**src/rtl/fpu_share_arbiter.sv**
```systemverilog
// fpu_share_arbiter: round-robin sharing of one multicycle, single-op-in-flight
// FPU between NUM_REQ requesters. Handles grant, payload capture, issue
// handshake, result routing back to the owner, and flush/drain.
// Optional watchdog enabled by defining FPU_SHARE_TIMEOUT_EN.
//
// state | meaning
// IDLE  | no op owned; round-robin grant starting at rr_ptr
// ISSUE | captured op presented to the FPU until accepted
// WAIT  | op inside the FPU; waiting for its result
// RESP  | result held for the owner until it accepts
// DRAIN | flushed op still inside the FPU; its result is discarded
module fpu_share_arbiter #(
    parameter int NUM_REQ   = 2,
    parameter int PAYLOAD_W = 208,
    parameter int WIDTH     = 64,
    parameter int TIMEOUT   = 127
) (
    input  logic                         clk_i,
    input  logic                         rst_ni,
    input  logic [NUM_REQ-1:0]           req_valid_i,
    output logic [NUM_REQ-1:0]           req_ready_o,
    input  logic [NUM_REQ*PAYLOAD_W-1:0] req_payload_i,
    output logic [NUM_REQ-1:0]           rsp_valid_o,
    input  logic [NUM_REQ-1:0]           rsp_ready_i,
    output logic [WIDTH-1:0]             rsp_result_o,
    output logic [4:0]                   rsp_status_o,
    output logic                         fpu_valid_o,
    input  logic                         fpu_ready_i,
    output logic [PAYLOAD_W-1:0]         fpu_payload_o,
    input  logic                         fpu_result_valid_i,
    input  logic [WIDTH-1:0]             fpu_result_i,
    input  logic [4:0]                   fpu_status_i,
    output logic                         fpu_result_ready_o,
    input  logic                         flush_i,
    output logic                         busy_o,
    output logic                         timeout_o
);

    localparam int IDX_W = $clog2(NUM_REQ);
    localparam int CW    = IDX_W + 1;

    typedef enum logic [2:0] {
        S_IDLE,
        S_ISSUE,
        S_WAIT,
        S_RESP,
        S_DRAIN
    } state_e;

    state_e               state_q, state_d;
    logic [IDX_W-1:0]     rr_ptr_q, rr_ptr_d;
    logic [IDX_W-1:0]     owner_q, owner_d;
    logic [PAYLOAD_W-1:0] payload_q, payload_d;
    logic [WIDTH-1:0]     result_q, result_d;
    logic [4:0]           status_q, status_d;

    logic                 grant_vld;
    logic [IDX_W-1:0]     grant_idx;
    logic [CW-1:0]        cand;
    logic                 tmo_hit;

    // First valid requester at or after rr_ptr, wrapping modulo NUM_REQ
    always_comb begin
        grant_vld = 1'b0;
        grant_idx = '0;
        cand      = '0;
        for (int k = 0; k < NUM_REQ; k++) begin
            cand = {1'b0, rr_ptr_q} + CW'(k);
            if (cand >= CW'(NUM_REQ)) begin
                cand = cand - CW'(NUM_REQ);
            end
            if (!grant_vld && req_valid_i[cand[IDX_W-1:0]]) begin
                grant_vld = 1'b1;
                grant_idx = cand[IDX_W-1:0];
            end
        end
    end

`ifdef FPU_SHARE_TIMEOUT_EN
    localparam int CNT_W = ($clog2(TIMEOUT + 1) > 7) ? $clog2(TIMEOUT + 1) : 7;
    logic [CNT_W-1:0] tmo_cnt_q;

    // Watchdog restarts on every state change and counts while in WAIT or DRAIN
    always_ff @(posedge clk_i or negedge rst_ni) begin
        if (!rst_ni) begin
            tmo_cnt_q <= '0;
        end else if (state_d != state_q) begin
            tmo_cnt_q <= '0;
        end else if (state_q == S_WAIT || state_q == S_DRAIN) begin
            tmo_cnt_q <= tmo_cnt_q + CNT_W'(1);
        end
    end

    assign tmo_hit = (state_q == S_WAIT || state_q == S_DRAIN) &&
                     (tmo_cnt_q == CNT_W'(TIMEOUT));
`else
    assign tmo_hit = 1'b0;
`endif

    // Next-state, captures and handshake outputs
    always_comb begin
        state_d            = state_q;
        rr_ptr_d           = rr_ptr_q;
        owner_d            = owner_q;
        payload_d          = payload_q;
        result_d           = result_q;
        status_d           = status_q;
        req_ready_o        = '0;
        rsp_valid_o        = '0;
        fpu_valid_o        = 1'b0;
        fpu_result_ready_o = 1'b0;
        timeout_o          = 1'b0;
        case (state_q)
            S_IDLE: begin
                if (!flush_i && grant_vld) begin
                    req_ready_o[grant_idx] = 1'b1;
                    payload_d = req_payload_i[int'(grant_idx)*PAYLOAD_W +: PAYLOAD_W];
                    owner_d   = grant_idx;
                    rr_ptr_d  = (grant_idx == IDX_W'(NUM_REQ - 1)) ? '0 : grant_idx + IDX_W'(1);
                    state_d   = S_ISSUE;
                end
            end
            S_ISSUE: begin
                fpu_valid_o = 1'b1;
                if (flush_i) begin
                    // An accepted op is already inside the FPU and must be drained
                    state_d = fpu_ready_i ? S_DRAIN : S_IDLE;
                end else if (fpu_ready_i) begin
                    state_d = S_WAIT;
                end
            end
            S_WAIT: begin
                fpu_result_ready_o = 1'b1;
                if (flush_i) begin
                    state_d = fpu_result_valid_i ? S_IDLE : S_DRAIN;
                end else if (fpu_result_valid_i) begin
                    result_d = fpu_result_i;
                    status_d = fpu_status_i;
                    state_d  = S_RESP;
                end else if (tmo_hit) begin
                    timeout_o = 1'b1;
                    result_d  = '0;
                    status_d  = 5'b10000;
                    state_d   = S_RESP;
                end
            end
            S_RESP: begin
                if (flush_i) begin
                    state_d = S_IDLE;
                end else begin
                    rsp_valid_o[owner_q] = 1'b1;
                    if (rsp_ready_i[owner_q]) begin
                        state_d = S_IDLE;
                    end
                end
            end
            S_DRAIN: begin
                fpu_result_ready_o = 1'b1;
                if (fpu_result_valid_i) begin
                    state_d = S_IDLE;
                end else if (tmo_hit) begin
                    timeout_o = 1'b1;
                    state_d   = S_IDLE;
                end
            end
            default: state_d = S_IDLE;
        endcase
    end

    // State and datapath registers
    always_ff @(posedge clk_i or negedge rst_ni) begin
        if (!rst_ni) begin
            state_q   <= S_IDLE;
            rr_ptr_q  <= '0;
            owner_q   <= '0;
            payload_q <= '0;
            result_q  <= '0;
            status_q  <= '0;
        end else begin
            state_q   <= state_d;
            rr_ptr_q  <= rr_ptr_d;
            owner_q   <= owner_d;
            payload_q <= payload_d;
            result_q  <= result_d;
            status_q  <= status_d;
        end
    end

    assign fpu_payload_o = payload_q;
    assign rsp_result_o  = result_q;
    assign rsp_status_o  = status_q;
    assign busy_o        = (state_q != S_IDLE);

endmodule

```
**config.mk**
```make
export PLATFORM = sky130hd
export DESIGN_NAME = fpu_share_arbiter
export DESIGN_NICKNAME = d
export VERILOG_FILES = /design/src/rtl/fpu_share_arbiter.sv
export SDC_FILE = /design/constraint.sdc
export NUM_CORES = 1
export LEC_CHECK = 0
export ABC_AREA = 1
export ABC_CLOCK_PERIOD_IN_PS = 4300
export CAP_MARGIN = 15
export CORE_AREA = 2 2 302 304
export DETAILED_ROUTE_END_ITERATION = 12
export DIE_AREA = 0 0 304 306
export PLACE_DENSITY = 0.34
export REMOVE_ABC_BUFFERS = 1
export SLEW_MARGIN = 0
export SYNTH_ARGS = -nofsm -noshare
export SYNTH_HDL_FRONTEND = slang
export SYNTH_SLANG_ARGS = --single-unit
```
**constraint.sdc**
```tcl
create_clock -name clk_i -period 4.3 [get_ports clk_i]
set_input_delay 0.645 -clock clk_i [delete_from_list [all_inputs] [get_ports clk_i]]
set_output_delay 0.645 -clock clk_i [all_outputs]
set_load 0.1 [all_outputs]
```
==> impl_metrics.yaml <==
outcome:
  status: "completed"
critical_path:
  cpLargestDelayFamily: "buffers and inverters"
  r2r_setup_slack_ns: 2.04
  crit_arrival_ns: 2.59
  crit_cells: 4
  regToRegStartpoint: "state_q[1]"
  path_cells: "nor2_2, nand2_1, nand2_1, clkdlybuf4s50_1"
  worst-path-buf-inv: 1
  setup.worst_path.start_class: "flip-flop"
  r2r_cells: 6
  slowest_delay_ns: 1.18
  cp.required_ns: 3.65
  crit_slowest_cell: "clkdlybuf4s50_1"
  cp_max_fo: 6
  critPathKind: "flip-flop to output pin"
  crit_top_cell: "nand2_1"
  reg2reg_to: "fpu_payload_o[183]"
  cp-end-kind: "output pin"
worst_hold_path:
  min_path_type: "input pin to asynchronous set/reset pin"
clock_network:
  cts-htree-levels: 2
  postCtsHoldBufs: 0
  cts_made_buffers: 42
  cts_setup_buffers: 0
  cts-root-buf: "clkbuf_16"
  clkTransAtPathRegs_ns: 0.06
  clock_path_buffers: 3
  clk_latency_ns: 0.56
  post_cts_resized: 0
  clock-sinks: 282
  cts_tree: "yes"
synth:
  seq_area_frac_synth_pct: 58.9
  ys_warn_count: 0
  synth.avg_cell_area_um2: 8.18
  syn_inst: 1465
  synth-edff-count: 0
  synthMuxAreaShare_pct: 0
  yosys.area.top_type: "dfrtp_1"
  async_flop_share_pct: 100
  synth_xor_area_share_pct: 0
  synth_top_family_by_area: "simple AND/OR/NAND/NOR gates"
  synth_compound_area_share_pct: 3.02
  synth.distinct_cells: 20
  yosys.area_share.simple_pct: 32.1
  netlist_area_um2: 12000
  synth_top_area_share_pct: 58.9
  synth_ff_type: "dfrtp_1"
  synth-adder-area-share_pct: 0
  synth_seq_cells: 282
  synth_top_cells_by_area: "dfrtp_1, nand2_1, nand3_1"
final_layout:
  drive_gt1_share_pct: 4.44
  syn2layout_area_growth_pct: 87.9
  fill_cells: 9665
  final_nets: 2717
  fin_util_pct: 25.1
routing:
  route.detailed.drc: 0
  drt-pass1-iter-count: 4
  wl_um: 62100
  first_iter_violations: 657
  vias: 12700
  viasPerCell: 3.69
  avgRoutedWirePerCell_um: 18.1
  ant_nets: 0
placed_design:
  portBuffers: 777
  dp_hpwl_um: 45800
  dp_slack_ns: 1.17
  gp_congestion: 0.759
flow_run:
  cap_violations: 0
grt:
  grt.overflow.total: 0
  grt_pass1_vias: 13300
  grt_pass1_wl_um: 90000
  grt_start_max_net_pins: 121
  grt.total_usage_pct: 12.8
  antenna_found_initial: 12
sta:
  slew-limit-headroom_pct: 24.0
  post-route-period-util_pct: 75.1
  finalWorstSetupSlack_ns: 1.07
  rsz0062_at_grt: "false"
  setup-violations-final: 0
  hold_viol_final: 0
  max_freq_mhz: 309
  hold_ws_ns: 0.150
  tightest_slew_ns: 1.14
  drv_slew: 0
  final_period_minus_worst_setup_slack_ns: 3.23
  fin_skew_ns: 0.0282
die:
  coreArea_um2: 89600
  die_area_um2: 93000
  die_h_um: 306
  core.rowCount: 110
  die_w_um: 304
  ios: 779
  initial_utilization_pct: 13.4
[worst max path at each step]
stage / from / endpoint / slack [ns]
final: state_q[0] / fpu_result_ready_o / 1.07
after global routing: state_q[0] / fpu_result_ready_o / 0.89
after CTS: state_q[2] / fpu_valid_o / 0.98
after detailed placement: req_valid_i[1] / fpu_payload_o[183] / 1.17
after global placement: req_valid_i[1] / fpu_payload_o[69] / 1.23
after floorplan: req_valid_i[1] / req_ready_o[0] / -4.70
[logic make-up (layout without fill, tap and decap cells)]
| group | count (synthesis) | in the layout |
|---|---|---|
| flip-flops | 282 | 282 |
| buffers and inverters | 166 | 954 |
| AND/OR/NAND/NOR | 944 | 944 |
| other | 1 | 9 |
| AO/OA/AOI/OAI | 72 | 72 |
[routing by layer]
metal  global-route usage [%]  up-vias  part of all wire (%)
met3                     5.79       81                    10
li1                         -     6120                     -
met1                     13.4     5954                    37
met5                        0        -                  0.11
met2                     22.9      506                    51
met4                     3.59       10                   2.1
[cell usage after synthesis (5+ instances only)]
master,instances
buf_1,5
buf_2,38
buf_4,12
clkbuf_1,30
dfrtp_1,282
inv_1,80
nand2_1,711
nand3_1,213
nor2_1,6
o21ai_0,65
[per-stage QoR]
step / cell area (µm²) / setup TNS (ns) / cells
finish: 22500 / 0 / 3437
global route: 22500 / 0 / 3436
CTS: 22500 / 0 / 3429
detailed placement: 21100 / 0 / 3355
global placement: 21100 / 0 / 3355
floorplan: 11600 / -948.92 / 1380
[flip-flops by register name (all words and copies together) (netlist names)]
name and flops:
fpu_payload_o 208, rsp_result_o 64, rsp_status_o 5, state_q 3, owner_q 1, rr_ptr_q 1
[cell usage in the layout, fill, tap and decap left out]
master / n
clkinv_2: 8
nand2_1: 711
o21ai_0: 65
clkbuf_1: 8
nand3_4: 1
buf_12: 12
buf_8: 1
o22ai_1: 1
inv_2: 1
buf_4: 15
conb_1: 1
inv_6: 1
bufinv_16: 2
nor3_1: 3
clkinvlp_4: 2
clkbuf_16: 43
clkdlybuf4s50_1: 771
a21oi_1: 2
inv_1: 80
dfrtp_1: 282
nand3_1: 213
nor2_1: 6
nand3b_1: 2
o21ai_1: 4
nor2_2: 2
clkinv_4: 2
nor2_4: 2
diode_2: 8
nand4_1: 4
clkbuf_8: 8
[cell type report]
class,instances,area (µm²),share of cell area [%]
antenna,8,20.0,0.0889
clock buffer,59,1220,5.40
clock inverter,15,141,0.628
inverter,81,304,1.35
multi-input combinational,1017,4230,18.8
sequential,282,7060,31.3
tap,1176,1470,6.53
timing repair buffer,799,8090,35.9
[worst reg2reg max path, delay by kind of cell, from the launching register on]
family | cells | cell delay (ns)
simple gates | 4 | 0.53
flops | 1 | 0.47
buf+inv | 2 | 1.18
Power is left out: the tool's default activity adds up to more than one toggle a clock period on the data nets, which glitch-free logic cannot reach.
